## src/rtl/execute_multiply.sv

```systemverilog
// -----------------------------------------------------------------------------
// execute_multiply
//
// Iterative 32x32 integer multiplier for the execute stage. It is the
// counterpart of execute_divide and uses the same enable/done handshake.
// Supported operations:
//   op 0 : mullw   low word of the signed product, with overflow flag
//   op 1 : mulhw   high word of the signed product
//   op 2 : mulhwu  high word of the unsigned product
//   op 3 : reserved, treated as mulhwu
//
// Signed operations multiply the operand magnitudes without sign. The sign is
// applied once, in FIX, by negating the 64-bit product.
//
// Parameters:
//   BITS_PER_CYCLE  multiplier bits retired per RUN cycle (1, 2, 4 or 8)
//
// Ports:
//   clk     in   1   clock, all state changes on posedge
//   reset   in   1   asynchronous, active-low reset
//   enable  in   1   request; held high until done is seen, then dropped
//   op      in   2   operation select (see above)
//   in_a    in   32  multiplicand, sampled only in IDLE when enable=1
//   in_b    in   32  multiplier, sampled only in IDLE when enable=1
//   done    out  1   result valid, high only in DONE
//   out     out  32  result word, valid while done=1
//   ov      out  1   mullw overflow, valid while done=1
//
// Optional feature macro:
//   EXECUTE_MULTIPLY_EARLY_OUT_EN  leave RUN as soon as the remaining
//   multiplier is zero. Results are unchanged; only latency shrinks.
// -----------------------------------------------------------------------------
module execute_multiply #(
  parameter int BITS_PER_CYCLE = 2
) (
  input  logic        clk,
  input  logic        reset,
  input  logic        enable,
  input  logic [1:0]  op,
  input  logic [31:0] in_a,
  input  logic [31:0] in_b,
  output logic        done,
  output logic [31:0] out,
  output logic        ov
);

  localparam int BPC = BITS_PER_CYCLE;
  localparam int N   = 32 / BPC;
  // One extra bit so the counter can run from N-1 down past zero. A set MSB
  // means every iteration has been retired.
  localparam int CW  = $clog2(N) + 1;

  typedef enum logic [1:0] {IDLE, RUN, FIX, DONE} state_t;

  state_t        state_q;
  logic [1:0]    op_q;
  logic          neg_q;
  logic [31:0]   mcand_q;
  logic [31:0]   mplier_q;
  logic [63:0]   acc_q;
  logic [CW-1:0] cnt_q;
  logic          done_q;
  logic [31:0]   out_q;
  logic          ov_q;

  logic          signedOp_d;
  logic [31:0]   magA_d;
  logic [31:0]   magB_d;
  logic [CW-1:0] iterIdx_d;
  logic [5:0]    shiftAmt_d;
  logic [63:0]   partial_d;
  logic [63:0]   acc_d;
  logic [63:0]   prod_d;
  logic          runExit_d;

  // Magnitudes of the incoming operands. For signed ops, 0x80000000 negates to
  // itself, which is the correct unsigned magnitude.
  assign signedOp_d = (op == 2'd0) || (op == 2'd1);
  assign magA_d     = (signedOp_d && in_a[31]) ? (32'd0 - in_a) : in_a;
  assign magB_d     = (signedOp_d && in_b[31]) ? (32'd0 - in_b) : in_b;

  // The iteration index counts up while the counter counts down. It places
  // the partial product at the weight of the multiplier bits being retired.
  assign iterIdx_d  = CW'(N - 1) - cnt_q;
  assign shiftAmt_d = 6'(iterIdx_d) * 6'(BPC);
  assign partial_d  = ({32'd0, mcand_q} * {{(64 - BPC){1'b0}}, mplier_q[BPC-1:0]})
                      << shiftAmt_d;
  assign acc_d      = acc_q + partial_d;

  // Apply the sign only once, after the unsigned product is complete.
  assign prod_d     = neg_q ? (64'd0 - acc_q) : acc_q;

`ifdef EXECUTE_MULTIPLY_EARLY_OUT_EN
  // Once the remaining multiplier bits are zero, later iterations add only
  // zero, so the accumulator already holds the final product.
  assign runExit_d = cnt_q[CW-1] || (mplier_q == 32'd0);
`else
  assign runExit_d = cnt_q[CW-1];
`endif

  // Sequencer and datapath registers. An abort (enable low in RUN or FIX)
  // returns to IDLE without touching done/out/ov. IDLE reloads every working
  // register, so a stale partial product cannot leak into the next operation.
  always_ff @(posedge clk or negedge reset) begin
    if (!reset) begin
      state_q  <= IDLE;
      op_q     <= 2'd0;
      neg_q    <= 1'b0;
      mcand_q  <= 32'd0;
      mplier_q <= 32'd0;
      acc_q    <= 64'd0;
      cnt_q    <= '0;
      done_q   <= 1'b0;
      out_q    <= 32'd0;
      ov_q     <= 1'b0;
    end else begin
      case (state_q)
        IDLE: begin
          if (enable) begin
            op_q     <= op;
            neg_q    <= signedOp_d && (in_a[31] ^ in_b[31]);
            mcand_q  <= magA_d;
            mplier_q <= magB_d;
            acc_q    <= 64'd0;
            cnt_q    <= CW'(N - 1);
            state_q  <= RUN;
          end
        end
        RUN: begin
          if (!enable) begin
            state_q <= IDLE;
          end else if (runExit_d) begin
            state_q <= FIX;
          end else begin
            acc_q    <= acc_d;
            mplier_q <= mplier_q >> BPC;
            cnt_q    <= cnt_q - CW'(1);
          end
        end
        FIX: begin
          if (!enable) begin
            state_q <= IDLE;
          end else begin
            out_q   <= (op_q == 2'd0) ? prod_d[31:0] : prod_d[63:32];
            ov_q    <= (op_q == 2'd0) && (prod_d[63:32] != {32{prod_d[31]}});
            done_q  <= 1'b1;
            state_q <= DONE;
          end
        end
        DONE: begin
          if (!enable) begin
            done_q  <= 1'b0;
            state_q <= IDLE;
          end
        end
        default: state_q <= IDLE;
      endcase
    end
  end

  assign done = done_q;
  assign out  = out_q;
  assign ov   = ov_q;

endmodule
```

## config.mk

```make
export PLATFORM = sky130hd
export DESIGN_NAME = execute_multiply
export DESIGN_NICKNAME = d
export VERILOG_FILES = /design/src/rtl/execute_multiply.sv
export SDC_FILE = /design/constraint.sdc
export NUM_CORES = 1
export LEC_CHECK = 0
export CAP_MARGIN = 20
export CELL_PAD_IN_SITES_DETAIL_PLACEMENT = 0
export CELL_PAD_IN_SITES_GLOBAL_PLACEMENT = 1
export CORE_ASPECT_RATIO = 0.8
export CORE_MARGIN = 2
export CORE_UTILIZATION = 46
export CTS_CLUSTER_SIZE = 16
export DETAILED_ROUTE_END_ITERATION = 10
export GPL_TIMING_DRIVEN = 0
export HOLD_SLACK_MARGIN = 0.1
export PLACE_DENSITY = 0.83
export SYNTH_ARGS = -nofsm -noshare
export SYNTH_HDL_FRONTEND = slang
export SYNTH_SLANG_ARGS = --single-unit
export TNS_END_PERCENT = 100
```

## constraint.sdc

```tcl
create_clock -name clk -period 7.4 [get_ports clk]
set_input_delay 0.74 -clock clk [delete_from_list [all_inputs] [get_ports clk]]
set_output_delay 0.74 -clock clk [all_outputs]
set_load 0.03 [all_outputs]
```

## Yosys cells after proc, flatten, opt, wreduce, memory -nomap -nowiden

Cells that the tools add are included.

- Equality and inequality tests: 11
- Add/subtract/negate cells: 6
- Reductions and logical operators: 16
- Muxes and demuxes: 25
- Shift operators: 1
- Bitwise logic cells: 1
- Multipliers: 1

Operators by type and width:

| kind | count |
|---|---|
| 64-bit two-way mux | 4 |
| 32-bit two-way mux | 6 |
| 64-bit one-hot mux with 2 select lines | 1 |
| 64-bit adder | 1 |
| 32-bit one-hot mux with 2 select lines | 1 |
| 34-bit by 6-bit << shifter with 64-bit output | 1 |
| 1-bit by 32-bit subtractor with 32-bit output, first input constant | 2 |
| 1-bit by 64-bit subtractor with 64-bit output, first input constant | 1 |
| 32-bit by 2-bit multiplier with 34-bit output | 1 |
| 32-bit inequality test | 1 |
| 5-bit two-way mux | 3 |
| 2-bit two-way mux | 5 |
| 2-bit inequality test, second input constant | 5 |
| 5-bit one-hot mux with 2 select lines | 1 |
| 3-bit AND reduction | 3 |
| 2-bit one-hot mux with 4 select lines | 1 |
| 2-bit logical NOT | 3 |
| 4-bit by 5-bit subtractor with 5-bit output, first input constant | 1 |
| 5-bit by 1-bit subtractor with 5-bit output, second input constant | 1 |
| 2-bit by 1-bit == test with 1-bit output, second input constant | 2 |
| 2-bit == test, second input constant | 2 |
| 1-bit logical AND | 4 |
| 2-bit AND reduction | 2 |
| 4-bit AND reduction | 1 |
| 6 further kinds | 8 |

- Bits in registers: 172
- Output and inout port bits: 34
- Word-level logic and storage cells: 72
- Input port bits: 69

## Depth between registers and ports, before layout

- Depth after elaboration: 6
- Gate-level depth with buffers: 27
- Mapped depth without buffers: 25

## Worst setup path before layout

OpenSTA, ideal clock, no wires.

- Path kind: reg2reg
- Start point: register mplier_q[1]
- End point: register acc_q[58]
- Required time: 7271 ps
- Setup time: 129 ps
- Buffers on the path: 3
- Setup slack: 1593 ps
- Stages on the path, launching flop included: 27
- Data arrival time: 5678 ps
- Period minus slack after synthesis: 5807 ps
- Cell sequence: dfrtp_1 clkbuf_1 nand2_1 inv_1 ha_1 a211oi_1 nor4_1 or3b_1 buf_2 a21o_1 a2111oi_0 a2111oi_1 mux4_2 mux2i_1 o221ai_1 ha_1 clkbuf_1 a21oi_1 o21bai_1 a211oi_1 a21bo_1 a221o_1 o2111ai_1 nand3b_1 a21oi_1 xnor2_1 o21ai_1

- Longest elaborated chain between the ends: 6

Ends and longest elaborated chain:

| what | line | text |
|---|---|---|
| from (decl) | 59 | `logic [31:0] mplier_q;` |
| from (signal assigned) | 123 | `mplier_q <= magB_d;` |
| from (signal assigned) | 136 | `mplier_q <= mplier_q >> BPC;` |
| 32-bit by 2-bit multiplier with 34-bit output | 86 | `assign partial_d = ({32'd0, mcand_q} * {{(64 - BPC){1'b0}}, mplier_q[BPC-1:0]})` |
| 34-bit by 6-bit << shifter with 64-bit output | 86 |  |
| 64-bit adder | 88 | `assign acc_d = acc_q + partial_d;` |
| 64-bit two-way mux | 132 | `end else if (runExit_d) begin` |
| 64-bit two-way mux | 130 | `if (!enable) begin` |
| 64-bit one-hot mux with 2 select lines | 117 | `case (state_q)` |
| to (signal assigned) | 111 | `acc_q <= 64'd0;` |
| to (signal assigned) | 124 | `acc_q <= 64'd0;` |
| to (signal assigned) | 135 | `acc_q <= acc_d;` |
| to (decl) | 60 | `logic [63:0] acc_q;` |

No other way between the ends. The select of a mux whose other input is x is not followed.
A chain may end at the register's enable or synchronous reset.

## Final worst setup path

- Start point: register mplier_q[0]
- End point: register acc_q[37]

Same word-level chain as after synthesis.

==> results.md <==
- Final core utilization: 53.0%
- Total global routing overflow: 0
- Post-synth cell types: 90
- Critical Path AT: 7.59 ns
- Top area cells in the synthesized netlist: dfrtp_1 24%, o21ai_0 7.4%, ha_1 6.8%
- Minimum clock period after layout: 7.24 ns
- Antenna violations before repair: 3
- First-pass GRT wire length: 112000 um
- Max-Cap Viols: 0
- Biggest area consumer among synthesized cells: dfrtp_1
- Vias per std cell: 6.37
- Post-CTS Hold Buffers: 0
- Layout Nets: 2720
- Post-DP HPWL: 58700 um
- Site Rows: 65
- Power per cell area: 317 mW/mm^2
- Clk sinks: 172
- Worst Hold Class: in -> async
- Area Overhead vs Synth: 14.3%
- Vias in the first global route: 18400
- Number of I/O port buffers: 102
- Slew margin rel.: 14.5%
- Setup Skew: 0.0163 ns
- Final setup vio count: 0
- Slowest cell on crit path: dfrtp_2
- Clock Tree Buf Depth: 2
- Setup ws final: 0.164 ns
- Mean Syn Cell Area: 7.50 um^2
- DP Area: 0.0199 mm^2
- WP buf/inv: 3
- Final Hold Fails: 0
- Status: finished, final reports clean
- Top Ports: 103
- Clock-pin slew on the worst setup and hold paths: 0.09 ns
- Peak VDD IR: 0.177 mV
- Share of the synthesized area in the top cell type: 23.7%
- Top cells by count, synth: 314 x nand2_1, 269 x o21ai_0, 197 x a21oi_1, 180 x nor2_1, 172 x dfrtp_1
- H-tree depth: 4
- Mapped cell area: 0.0182 mm^2
- Top FF cell, synth: dfrtp_1
- Router iterations before antenna repair: 8
- Asr flop ratio synth: 100%
- Slowest stage delay, CP: 0.54 ns
- DRT iter0 DRCs: 2188
- Antenna Nets Post-Route: 0
- Routed WL: 72600 um
- Synthesized net count: 2593
- Largest fanout on the critical path: 10
- Syn Inst Count: 2423
- Setup slack, reg-to-reg: 0.16 ns
- CTS Root Cell: clkbuf_16
- Fmax: 138 MHz
- Fraction of layout cells with a size suffix above 1: 5.50%
- Sequential area share after synthesis: 23.7%
- WP data required: 7.76 ns
- WS Path Type: reg -> reg
- Pleak: 0.00853 uW
- Crit-path leading delay family: compound AO/OA/AOI/OAI gates
- Total track usage: 35.6%
- Vias: 19800
- Worst-Margin Slew: 1.28 ns
- Die span in y: 182 um
- Crit path launch type: register
- GP Congestion: 1.05
- Pin count of the biggest net entering global routing: 118
- Die width: 226 um
- RSZ-0062 raised after global routing: yes
- Die area: 0.0411 mm^2
- Area of the core: 0.0392 mm^2
- Max Transition Viols Final: 0
- Yosys reg bits: 172
- Drt wl/cell: 23.4 um
- Most frequent cell after synthesis: nand2_1
- Initial Util: 46.4%
- Final worst path period share: 97.8%
- Yosys Warn Count: 0
- Pre-CTS setup slack: -1.08 ns
- DRC viols: 0
- CTS Buf Count: 17
- TritonCTS clock tree: built
- EDFF count, synth: 0
- Setup crit end kind: register
- Clk_lat worst skew: 0.48 ns
- Finished Cell Area: 0.0208 mm^2
-- flip-flops by register name (all words and copies together) (netlist names) --
signal,cells
acc_q,64
cnt_q,5
done,1
mcand_q,32
mplier_q,32
neg_q,1
op_q,2
out,32
ov,1
state_q,2
-- per-layer routing --
| metal | share of wire [%] | global-route usage [%] | up-vias |
|---|---|---|---|
| li1 | - | - | 9128 |
| met1 | 48 | 54.7 | 9706 |
| met2 | 39 | 48.4 | 848 |
| met3 | 12 | 12.0 | 71 |
| met4 | 1.1 | 4.97 | 4 |
| met5 | 0.029 | 0 | - |
-- through the flow --
step / power, uW / setup TNS (ns) / instances / hold WS (ns)
final: 6570 / 0 / 3100 / 0.194
after global routing: 6970 / -0.0923 / 3099 / 0.229
after CTS: 6370 / 0 / 3095 / 0.212
after detailed placement: 5390 / -12.44 / 3063 / 0.468
after global placement: 5360 / -343.36 / 3061 / 0.460
after floorplan: 4090 / 0 / 2423 / 0.444
-- cell families after synthesis --
| kind of cell | after synthesis | share of synthesized area [%] |
|---|---|---|
| flops | 172 | 23.7 |
| mux | 61 | 4.37 |
| fa+ha+maj | 101 | 7.04 |
| buf+inv | 198 | 4.15 |
| xor+xnor | 190 | 9.24 |
| simple gates | 882 | 23.3 |
| compound gates | 819 | 28.2 |
-- power breakdown --
group          switching, uW  total [uW]  internal [uW]
clock network            483         942            459
logic                   2730        4200           1470
registers                292        1430           1140
-- timing repair --
| action | CTS | global route |
|---|---|---|
| endpoints found under the setup margin | 30 | 27 |
| gates cloned | 0 | 0 |
| buffers inserted | 0 | 5 |
| pin swaps | 0 | 4 |
| gates resized for setup | 19 | 43 |
-- cell type report --
class | instances | area, um^2
sequential | 172 | 4310
inverter | 48 | 180
antenna | 1 | 2.50
tap | 536 | 671
multi-input combinational | 2053 | 13300
clock inverter | 14 | 144
buffer | 149 | 579
clock buffer | 18 | 439
timing repair buffer | 109 | 1100
fill | 3872 | 18400
-- worst register-to-register path: cells and delay by family, from the launching register on --
| kind | cells | cell delay (ns) |
|---|---|---|
| AOI/OAI and AO/OA | 12 | 3.15 |
| xor gates and xnor gates | 1 | 0.20 |
| adders and majority gates | 2 | 0.60 |
| buffers and inverters | 3 | 0.59 |
| DFF | 1 | 0.54 |
| muxes | 3 | 0.78 |
| and+or+nand+nor | 5 | 1.27 |
-- layout by cell type, fill, tap and decap left out, drive strengths merged, types with 10 or more instances in the layout --
master           n
a211oi          24
a21o            47
a21oi          197
a221o           10
a31oi           26
and2            81
and3            27
and4            11
buf             31
clkbuf         144
clkdlybuf4s50  101
dfrtp          172
ha              99
inv             53
mux2            16
mux2i           32
mux4            13
nand2          314
nand2b          15
nand3           62
nand4           33
nor2           180
nor2b           14
nor3            52
nor4            25
o211ai          20
o21a            12
o21ai          287
o21bai          19
o22ai           12
o31ai           46
o41ai           23
or2             10
or3             26
or4             17
xnor2           97
xor2            93
-- worst paths after layout --
| check | from | depth (start not counted) | end |
|---|---|---|---|
| min in group clk | mplier_q[10] | 2 | mplier_q[10] |
| max in group asynchronous | reset | 2 | acc_q[25] |
| max | mplier_q[0] | 26 | acc_q[37] |
| max reg2reg | mplier_q[0] | 26 | acc_q[37] |
| min reg2reg | mplier_q[10] | 2 | mplier_q[10] |
| min | reset | 1 | acc_q[7] |
No activity file was read; power rests on OpenSTA's default activity.
